File: src/rtl/panda_risc_v_pkg.sv
// Shared definitions for the panda RISC-V dispatch stage: execution channel
// indices and the architectural register-index width.
package panda_risc_v_pkg;

    // Width of a source/destination register index (x0..x31).
    localparam int unsigned REG_ID_W = 5;

    // Execution channel indices; bit k of a unit-select vector targets channel k.
    typedef enum logic [3:0] {
        DSPTC_CH_ALU = 4'd0,
        DSPTC_CH_BCU = 4'd1,
        DSPTC_CH_LSU = 4'd2,
        DSPTC_CH_CSR = 4'd3,
        DSPTC_CH_MUL = 4'd4,
        DSPTC_CH_DIV = 4'd5
    } dsptc_ch_e;

    // Number of channels in the standard configuration.
    localparam int unsigned DSPTC_STD_CH_N = 6;

endpackage

File: src/rtl/panda_risc_v_dsptc_fifo.sv
// In-order dispatch queue. Pointers carry one extra wrap bit so full and
// empty are distinguished without a separate occupancy counter. Payload
// storage is deliberately left unreset; only the pointers are cleared.
module panda_risc_v_dsptc_fifo #(
    parameter int WIDTH = 8,
    parameter int DEPTH = 4
) (
    input  logic             clk,
    input  logic             rst_n,
    input  logic             clr_i,
    input  logic             push_i,
    input  logic             pop_i,
    input  logic [WIDTH-1:0] wdata_i,
    output logic [WIDTH-1:0] rdata_o,
    output logic             full_o,
    output logic             empty_o
);

    localparam int AW    = $clog2(DEPTH);
    localparam int PTR_W = AW + 1;

    logic [PTR_W-1:0] wptr_q, wptr_d;
    logic [PTR_W-1:0] rptr_q, rptr_d;
    logic [WIDTH-1:0] mem_q [DEPTH];

    logic do_push;
    logic do_pop;

    assign full_o  = (wptr_q[AW] != rptr_q[AW]) && (wptr_q[AW-1:0] == rptr_q[AW-1:0]);
    assign empty_o = (wptr_q == rptr_q);
    assign rdata_o = mem_q[rptr_q[AW-1:0]];

    assign do_push = push_i & ~full_o & ~clr_i;
    assign do_pop  = pop_i & ~empty_o & ~clr_i;

    // Pointer next-state: a clear wins over any push or pop in the same cycle.
    always_comb begin
        wptr_d = wptr_q;
        rptr_d = rptr_q;
        if (clr_i) begin
            wptr_d = '0;
            rptr_d = '0;
        end else begin
            if (do_push) wptr_d = wptr_q + PTR_W'(1);
            if (do_pop)  rptr_d = rptr_q + PTR_W'(1);
        end
    end

    // Pointer registers, cleared asynchronously so the queue empties at once.
    always_ff @(posedge clk or negedge rst_n) begin
        if (!rst_n) begin
            wptr_q <= '0;
            rptr_q <= '0;
        end else begin
            wptr_q <= wptr_d;
            rptr_q <= rptr_d;
        end
    end

    // Payload write; no reset so the storage maps onto plain RAM/flops.
    always_ff @(posedge clk) begin
        if (do_push) begin
            mem_q[wptr_q[AW-1:0]] <= wdata_i;
        end
    end

endmodule

File: src/rtl/panda_risc_v_multi_dsptc.sv
// Multi-channel instruction dispatcher: queues decoded instructions in order,
// holds the head while a RAW hazard is reported, and routes it to the one
// execution channel selected by the lowest set bit of its unit-select.
// Optional feature macro: PANDA_RISC_V_MULTI_DSPTC_PERF_CNT_EN adds three
// 32-bit performance counters (pops, RAW stall cycles, full-stall cycles).
module panda_risc_v_multi_dsptc
    import panda_risc_v_pkg::*;
#(
    parameter int simulation_delay = 1,
    parameter int DATA_WIDTH       = 128,
    parameter int CH_N             = DSPTC_STD_CH_N,
    parameter int FIFO_DEPTH       = 4
) (
    input  logic                       clk,
    input  logic                       sys_resetn,
    input  logic                       flush_req,

    input  logic [DATA_WIDTH-1:0]      s_dcd_data,
    input  logic [CH_N-1:0]            s_dcd_unit_sel,
    input  logic [REG_ID_W-1:0]        s_dcd_rs1_id,
    input  logic [REG_ID_W-1:0]        s_dcd_rs2_id,
    input  logic                       s_dcd_valid,
    output logic                       s_dcd_ready,

    output logic [REG_ID_W-1:0]        raw_dpc_check_rs1_id,
    output logic [REG_ID_W-1:0]        raw_dpc_check_rs2_id,
    input  logic                       rs1_raw_dpc,
    input  logic                       rs2_raw_dpc,

    output logic [CH_N*DATA_WIDTH-1:0] m_dsptc_data,
    output logic [CH_N-1:0]            m_dsptc_valid,
    input  logic [CH_N-1:0]            m_dsptc_ready,

    output logic                       queue_empty
`ifdef PANDA_RISC_V_MULTI_DSPTC_PERF_CNT_EN
    ,
    output logic [31:0]                perf_dsptc_cnt,
    output logic [31:0]                perf_raw_stall_cnt,
    output logic [31:0]                perf_full_cnt
`endif
);

    // Elaboration-time parameter legality.
    if (simulation_delay < 0) begin : g_bad_sim_delay
        $error("simulation_delay must be non-negative");
    end
    if (CH_N < 1 || CH_N > 16) begin : g_bad_ch_n
        $error("CH_N must be within 1..16");
    end
    if (FIFO_DEPTH < 2 || (FIFO_DEPTH & (FIFO_DEPTH - 1)) != 0) begin : g_bad_depth
        $error("FIFO_DEPTH must be a power of 2 and at least 2");
    end

    // Queue entry layout: {data, unit_sel, rs1_id, rs2_id}.
    localparam int ENTRY_W = DATA_WIDTH + CH_N + 2 * REG_ID_W;

    logic [ENTRY_W-1:0]    wr_entry;
    logic [ENTRY_W-1:0]    head_entry;
    logic [DATA_WIDTH-1:0] head_data;
    logic [CH_N-1:0]       head_sel;
    logic [REG_ID_W-1:0]   head_rs1;
    logic [REG_ID_W-1:0]   head_rs2;

    logic                  full;
    logic                  empty;
    logic                  push;
    logic                  pop;
    logic                  hazard;
    logic                  issue_ok;
    logic [CH_N-1:0]       route_sel;

    assign wr_entry = {s_dcd_data, s_dcd_unit_sel, s_dcd_rs1_id, s_dcd_rs2_id};
    assign {head_data, head_sel, head_rs1, head_rs2} = head_entry;

    // Upstream handshake; flush discards a push offered in the same cycle.
    assign s_dcd_ready = ~full;
    assign push        = s_dcd_valid & ~full & ~flush_req;
    assign queue_empty = empty;

    // RAW check is against the head entry's source registers.
    assign raw_dpc_check_rs1_id = head_rs1;
    assign raw_dpc_check_rs2_id = head_rs2;
    assign hazard               = ~empty & (rs1_raw_dpc | rs2_raw_dpc);

    // Head may leave the queue only when present, hazard-free and not flushed.
    assign issue_ok = ~empty & ~hazard & ~flush_req;

    // Isolate the lowest set bit so a multi-hot select reaches one channel only.
    assign route_sel = head_sel & (~head_sel + CH_N'(1));

    assign m_dsptc_valid = route_sel & {CH_N{issue_ok}};
    assign m_dsptc_data  = {CH_N{head_data}};

    // Pop on the routed channel's handshake; a no-execute head drains by itself.
    assign pop = issue_ok & ((route_sel == '0) | (|(route_sel & m_dsptc_ready)));

    panda_risc_v_dsptc_fifo #(
        .WIDTH (ENTRY_W),
        .DEPTH (FIFO_DEPTH)
    ) u_fifo (
        .clk     (clk),
        .rst_n   (sys_resetn),
        .clr_i   (flush_req),
        .push_i  (push),
        .pop_i   (pop),
        .wdata_i (wr_entry),
        .rdata_o (head_entry),
        .full_o  (full),
        .empty_o (empty)
    );

`ifdef PANDA_RISC_V_MULTI_DSPTC_PERF_CNT_EN
    logic [31:0] dsptc_cnt_q, dsptc_cnt_d;
    logic [31:0] raw_stall_cnt_q, raw_stall_cnt_d;
    logic [31:0] full_cnt_q, full_cnt_d;

    // Counter next-state; each wraps naturally at 2^32.
    always_comb begin
        dsptc_cnt_d     = dsptc_cnt_q;
        raw_stall_cnt_d = raw_stall_cnt_q;
        full_cnt_d      = full_cnt_q;
        if (pop)                 dsptc_cnt_d     = dsptc_cnt_q + 32'd1;
        if (hazard)              raw_stall_cnt_d = raw_stall_cnt_q + 32'd1;
        if (s_dcd_valid & full)  full_cnt_d      = full_cnt_q + 32'd1;
    end

    // Counter registers, cleared only by reset (flush leaves them alone).
    always_ff @(posedge clk or negedge sys_resetn) begin
        if (!sys_resetn) begin
            dsptc_cnt_q     <= '0;
            raw_stall_cnt_q <= '0;
            full_cnt_q      <= '0;
        end else begin
            dsptc_cnt_q     <= dsptc_cnt_d;
            raw_stall_cnt_q <= raw_stall_cnt_d;
            full_cnt_q      <= full_cnt_d;
        end
    end

    assign perf_dsptc_cnt     = dsptc_cnt_q;
    assign perf_raw_stall_cnt = raw_stall_cnt_q;
    assign perf_full_cnt      = full_cnt_q;
`endif

endmodule
File: config.mk
export PLATFORM = sky130hd
export DESIGN_NAME = panda_risc_v_multi_dsptc
export DESIGN_NICKNAME = d
export VERILOG_FILES = /design/src/rtl/panda_risc_v_pkg.sv /design/src/rtl/panda_risc_v_dsptc_fifo.sv /design/src/rtl/panda_risc_v_multi_dsptc.sv
export SDC_FILE = /design/constraint.sdc
export NUM_CORES = 1
export LEC_CHECK = 0
export CORE_AREA = 2 2 372 374
export DETAILED_ROUTE_END_ITERATION = 10
export DIE_AREA = 0 0 374 376
export DONT_BUFFER_PORTS = 1
export SYNTH_ARGS = -nofsm -noshare
export SYNTH_HDL_FRONTEND = slang
export SYNTH_HIERARCHICAL = 1
export SYNTH_SLANG_ARGS = --single-unit
File: constraint.sdc
create_clock -name clk -period 9.9 [get_ports clk]
set_input_delay 1.98 -clock clk [delete_from_list [all_inputs] [get_ports clk]]
set_output_delay 1.98 -clock clk [all_outputs]
set_load 0.05 [all_outputs]
=== Word level (Yosys, flattened, before mapping) ===
Memories as Yosys holds them, arrays and structs flattened.
Cells that the tools add are included.

* Bits in registers: 6
* RAM bits: 576
* Input port bits: 156
* Output and inout port bits: 786
* Logic and storage cells: 40
* Memories kept: 1

{| class="wikitable"
|+ Memories
! name !! depth !! bits a word !! rd ports !! clocked after Yosys merged registers in !! write ports !! line !! RTL
|-
| u_fifo.mem_q || 4 || 144 || 1 || 0 || 1 || panda_risc_v_dsptc_fifo.sv:24 || <nowiki>logic [WIDTH-1:0] mem_q [DEPTH];</nowiki>
|}

* Add/sub/neg operators: 3
* Eq/ne operators: 3
* Muxes and demuxes: 6
* Bitwise operators: 20
* Reductions and logical operators: 5

{| class="wikitable"
|+ Operators with widths
! kind !! number
|-
| 6-bit AND || 3
|-
| 3-bit two-way mux || 4
|-
| 1-bit AND || 10
|-
| 3-bit by 1-bit adder with 3-bit output, second input constant || 2
|-
| 6-bit by 1-bit adder with 6-bit output, second input constant || 1
|-
| 6-bit logical NOT || 1
|-
| 6-bit NOT || 1
|-
| 6-bit OR reduction || 1
|-
| 1-bit NOT || 4
|-
| 2-bit nonzero test || 2
|-
| 3-bit equality test || 1
|-
| 2-bit equality test || 1
|-
| 1-bit two-way mux || 2
|-
| 1-bit bitwise OR || 2
|-
| 1-bit logical AND || 1
|-
| 1-bit != test || 1
|}

=== Depth between registers and ports, before layout ===
An unclocked memory read counts as a cell.

* Depth in word-level cells: 12
* Depth in mapped cells: 10
* Mapped depth without buffers: 9

=== By module ===
Netlist, hierarchy kept.

{| class="wikitable"
|+ By module, submodules not included
! module !! instances !! cells each !! area an instance (um2) !! sequential area each (um2)
|-
| panda_risc_v_dsptc_fifo || 1 || 817 || 21324.2 || 17446.7
|-
| panda_risc_v_multi_dsptc || 1 || 662 || 4962.3 || 0.0
|}

=== Least setup slack after synthesis ===
Ideal clock, no wire load.

* Path type: input port to flip-flop
* Start: input port flush_req
* End: memory u_fifo/mem_q[1][0] (netlist bit) (enable)
* Library setup time: 0.521 ns
* Arrival time: 6.212 ns
* Required time: 9.379 ns
* Setup slack: 3.167 ns
* Cell stages on the path: 4
* Path buffers: 0
* Cell sequence: nor3b_1 > inv_1 > a311oi_1 > and2_1

* Longest elaborated chain between the ends: 6

{| class="wikitable"
|+ RTL lines
! item !! line !! RTL
|-
| from (decl) || panda_risc_v_multi_dsptc.sv:16 || <nowiki>input logic flush_req,</nowiki>
|-
| 1-bit NOT * || panda_risc_v_dsptc_fifo.sv:33, panda_risc_v_multi_dsptc.sv:77 ||
|-
| 1-bit AND || panda_risc_v_multi_dsptc.sv:77 || <nowiki>assign push = s_dcd_valid & ~full & ~flush_req;</nowiki>
|-
| 1-bit AND || panda_risc_v_dsptc_fifo.sv:33 || <nowiki>assign do_push = push_i & ~full_o & ~clr_i;</nowiki>
|-
| 1-bit AND * || panda_risc_v_dsptc_fifo.sv:33 ||
|-
| 1-bit two-way mux * || panda_risc_v_dsptc_fifo.sv:62 || <nowiki>if (do_push) begin</nowiki>
|-
| 1-bit two-way mux (implied by the code) * || panda_risc_v_dsptc_fifo.sv:63 || <nowiki>mem_q[wptr_q[AW-1:0]] <= wdata_i;</nowiki>
|-
| to (decl) || panda_risc_v_dsptc_fifo.sv:24 ||
|}

Every way passes the cells marked *; elsewhere a longest branch is shown, timed or not.

=== Worst setup path in the final report ===
* Start: register u_fifo.rptr_q[1]
* End: output port m_dsptc_valid[5]

* Longest elaborated chain between the ends: 7
* Elaborated cells on any way between the ends: 11
* Classes of those cells: add/sub (1); eq/ne (1); bitwise (8); memory (1)

{| class="wikitable"
|+ RTL lines
! item !! line !! RTL
|-
| from (decl) || panda_risc_v_dsptc_fifo.sv:23 || <nowiki>logic [PTR_W-1:0] rptr_q, rptr_d;</nowiki>
|-
| from (signal assigned) || panda_risc_v_dsptc_fifo.sv:56 || <nowiki>rptr_q <= rptr_d;</nowiki>
|-
| 3-bit equality test * || panda_risc_v_dsptc_fifo.sv:30 || <nowiki>assign empty_o = (wptr_q == rptr_q);</nowiki>
|-
| via queue_empty || panda_risc_v_multi_dsptc.sv:34 || <nowiki>output logic queue_empty</nowiki>
|-
| 1-bit NOT * || panda_risc_v_multi_dsptc.sv:83, panda_risc_v_multi_dsptc.sv:86 ||
|-
| 1-bit AND || panda_risc_v_multi_dsptc.sv:83 || <nowiki>assign hazard = ~empty & (rs1_raw_dpc | rs2_raw_dpc);</nowiki>
|-
| 1-bit NOT || panda_risc_v_multi_dsptc.sv:86 || <nowiki>assign issue_ok = ~empty & ~hazard & ~flush_req;</nowiki>
|-
| 1-bit AND * (2 in series) || panda_risc_v_multi_dsptc.sv:86 ||
|-
| 6-bit AND * || panda_risc_v_multi_dsptc.sv:91 || <nowiki>assign m_dsptc_valid = route_sel & {CH_N{issue_ok}};</nowiki>
|-
| to (decl) || panda_risc_v_multi_dsptc.sv:31 || <nowiki>output logic [CH_N-1:0] m_dsptc_valid,</nowiki>
|}

The timed path passes the listed nets; every way through them passes the cells marked *.

==> results.json <==
{
  "synth_area_leaders": "edfxtp_1, buf_4, mux4_2",
  "synth_ff_type": "edfxtp_1",
  "io_buffers": 0,
  "cts_root_buffer": "clkbuf_16",
  "p_leak_nw": 7.58,
  "die_area_um2": 141000,
  "clk_pin_slew_worst_paths_ns": 0.06,
  "grt-ovfl-total": 0,
  "post-place-ws_ns": 4.27,
  "multi_input_area_um2": 4070,
  "ant_nets": 0,
  "core_area_um2": 137000,
  "routedWlPerCell_um": 23.5,
  "diodes": 0,
  "arrival_ns": 3.88,
  "setup.worst_path.start_class": "flip-flop",
  "cts_setup_buffers": 0,
  "yosys.area.top_type": "edfxtp_1",
  "synth_top_cell_area_share_pct": 65.8,
  "yosysUniqueCellTypes": 41,
  "yosysSeqAreaShare_pct": 66.4,
  "start_util_pct": 19.2,
  "dieHeight_um": 376,
  "finalClockSkew_ns": 0.0238,
  "cp_slowest_cell": "dfrtp_4",
  "fin_util_pct": 19.3,
  "rsz0062_at_grt": "false",
  "syn_to_final_growth_pct": 0.519,
  "regArea_um2": 17500,
  "powerDensity_nw_per_um2": 230,
  "swShare_pct": 30.7,
  "syn-num-nets": 1640,
  "avgSynthCellArea_um2": 17.8,
  "power_mw": 6.09,
  "gp_congestion": 0.726,
  "nFillCells": 14200,
  "synth_area_um2": 26300,
  "p_int_mw": 4.22,
  "grt_util_all_layers_pct": 8.80,
  "combPwrFrac_pct": 17.0,
  "antenna_found_initial": 5,
  "grt_pass1_wl_mm": 86.4,
  "dpl_cell_area_um2": 24400,
  "cp.required_ns": 7.92,
  "slowest_delay_ns": 1.13,
  "ys_warn_count": 6,
  "rows": 136,
  "drv_cap": 0,
  "holdWs_ns": 0.625,
  "grt_max_degree": 85,
  "ir_drop_mv": 0.119,
  "p_seq_share_pct": 45.5,
  "setup_slack_ns": 4.04,
  "synth_cells": 1479,
  "clock_path_buffers": 3,
  "hold_path.class": "flip-flop to flip-flop",
  "ys_ff_latch": 582,
  "h-tree-depth": 2,
  "drt_first_pass_iters": 5,
  "cts_buffers": 57,
  "yosys.cell_count.top_type": "buf_4",
  "io_pins": 942,
  "fin_setup_tns_ns": 0,
  "post-route-min-period_ns": 5.86,
  "maxSlewHeadroom_pct": 24.3,
  "post_cts_resized": 0,
  "drcViolationCount": 0,
  "finalNonFillerCells": 2733,
  "setup_viol": 0,
  "wirelength_mm": 64.3,
  "clk_latency_ns": 0.63,
  "via_count": 9641,
  "synth_edf_count": 576,
  "crit_type": "flip-flop to output pin",
  "ctsHoldBuffers": 0,
  "post-place-cells": 2627,
  "dieWidth_um": 374,
  "cts_tree": "yes",
  "drtIter0Drc": 786,
  "finalNetCount": 1053,
  "clock-sinks": 582,
  "endpoint_kind": "output pin",
  "grt_pass1_vias": 10200,
  "synthArstFlopShare_pct": 1.03,
  "pwr-share-clk_pct": 37.5,
  "net-switching-power_mw": 1.87,
  "synth_common_cells": "buf_4, edfxtp_1, mux4_2",
  "tightest_slew_ns": 1.14,
  "max_freq_mhz": 171,
  "viasPerCell": 3.53,
  "status": "complete, no violations",
  "fin_crit_sh_pct": 59.1,
  "slew_viol_final": 0,
  "drive_gt1_share_pct": 29.6,
  "critPathMaxFanout": 69,
  "hold_violations": 0,
  "dp_hpwl_mm": 45.6,
  "final_cell_area_um2": 26400,
  "crit_chain": "xnor2_1, nand2_1, nor2_1, or4_4, nor4_4, and4bb_1"
}
-- critical path: cells and delay by family, from the launching register on --
kind                      cells  cell delay [ns]
and+or+nand+nor               5             1.78
DFF                           1             1.13
xor gates and xnor gates      1             0.32
-- power groups by stage --
stage / Combinational (mW) / Clock (mW) / Sequential (mW)
after floorplan: 1.16 / 0 / 2.82
after global placement: 1.04 / 0 / 2.82
after detailed placement: 1.04 / 0 / 2.83
after CTS: 1.04 / 2.37 / 2.77
after global routing: 1.06 / 2.45 / 2.78
final: 1.03 / 2.29 / 2.77
-- final timing paths --
path / from / end / slack, ns / depth (start not counted)
min reg2reg: u_fifo/wptr_q[2] / u_fifo/wptr_q[2] / 0.63 / 2
max: u_fifo/rptr_q[1] / m_dsptc_valid[5] / 4.04 / 6
min in group asynchronous: sys_resetn / u_fifo/rptr_q[0] / 1.04 / 0
max in group asynchronous: sys_resetn / u_fifo/rptr_q[1] / 8.77 / 0
max reg2reg: u_fifo/rptr_q[1] / u_fifo/mem_q[0][63] / 4.38 / 9
min: u_fifo/wptr_q[2] / u_fifo/wptr_q[2] / 0.63 / 2
-- cells in the final DEF, fill, tap and decap left out, types with 5 or more instances in the layout --
master and instances:
mux4_2 34, buf_4 8, mux4_4 110, clkbuf_16 57, ha_1 5, nor2_1 6, buf_16 17, inv_1 5
clkinv_2 9, clkinvlp_4 6, nand2_1 7, buf_12 5, clkinv_1 8, clkbuf_1 6, edfxtp_1 576, bufinv_16 11
-- layer usage --
layer,GRT usage [%],routed length [um],up-vias
li1,-,-,3749
met1,9.50,22600,5141
met2,15.6,33400,628
met3,3.41,6260,121
met4,3.04,2010,2
met5,0,20,-
-- registers in the layout (all words and copies together) (netlist names) --
name	count
u_fifo/mem_q	576
u_fifo/wptr_q	3
u_fifo/rptr_q	3
-- area by class of cell --
class / count / area share [%]
Sequential cell: 582 / 66.1
Multi-Input combinational cell: 216 / 15.4
Tap cell: 1794 / 8.50
Clock buffer: 63 / 5.48
Timing Repair Buffer: 30 / 2.38
Clock inverter: 43 / 2.10
Inverter: 5 / 0.0710
-- cells by family after synthesis --
family	share of synthesized area, %
AO/OA/AOI/OAI	0.614
XOR/XNOR	0.257
adder cells (fa/ha/maj)	0.238
buffers and inverters	19.2
flip-flops	66.4
multiplexers	12.3
AND/OR/NAND/NOR	0.942
(Power assumes the default switching activity.)
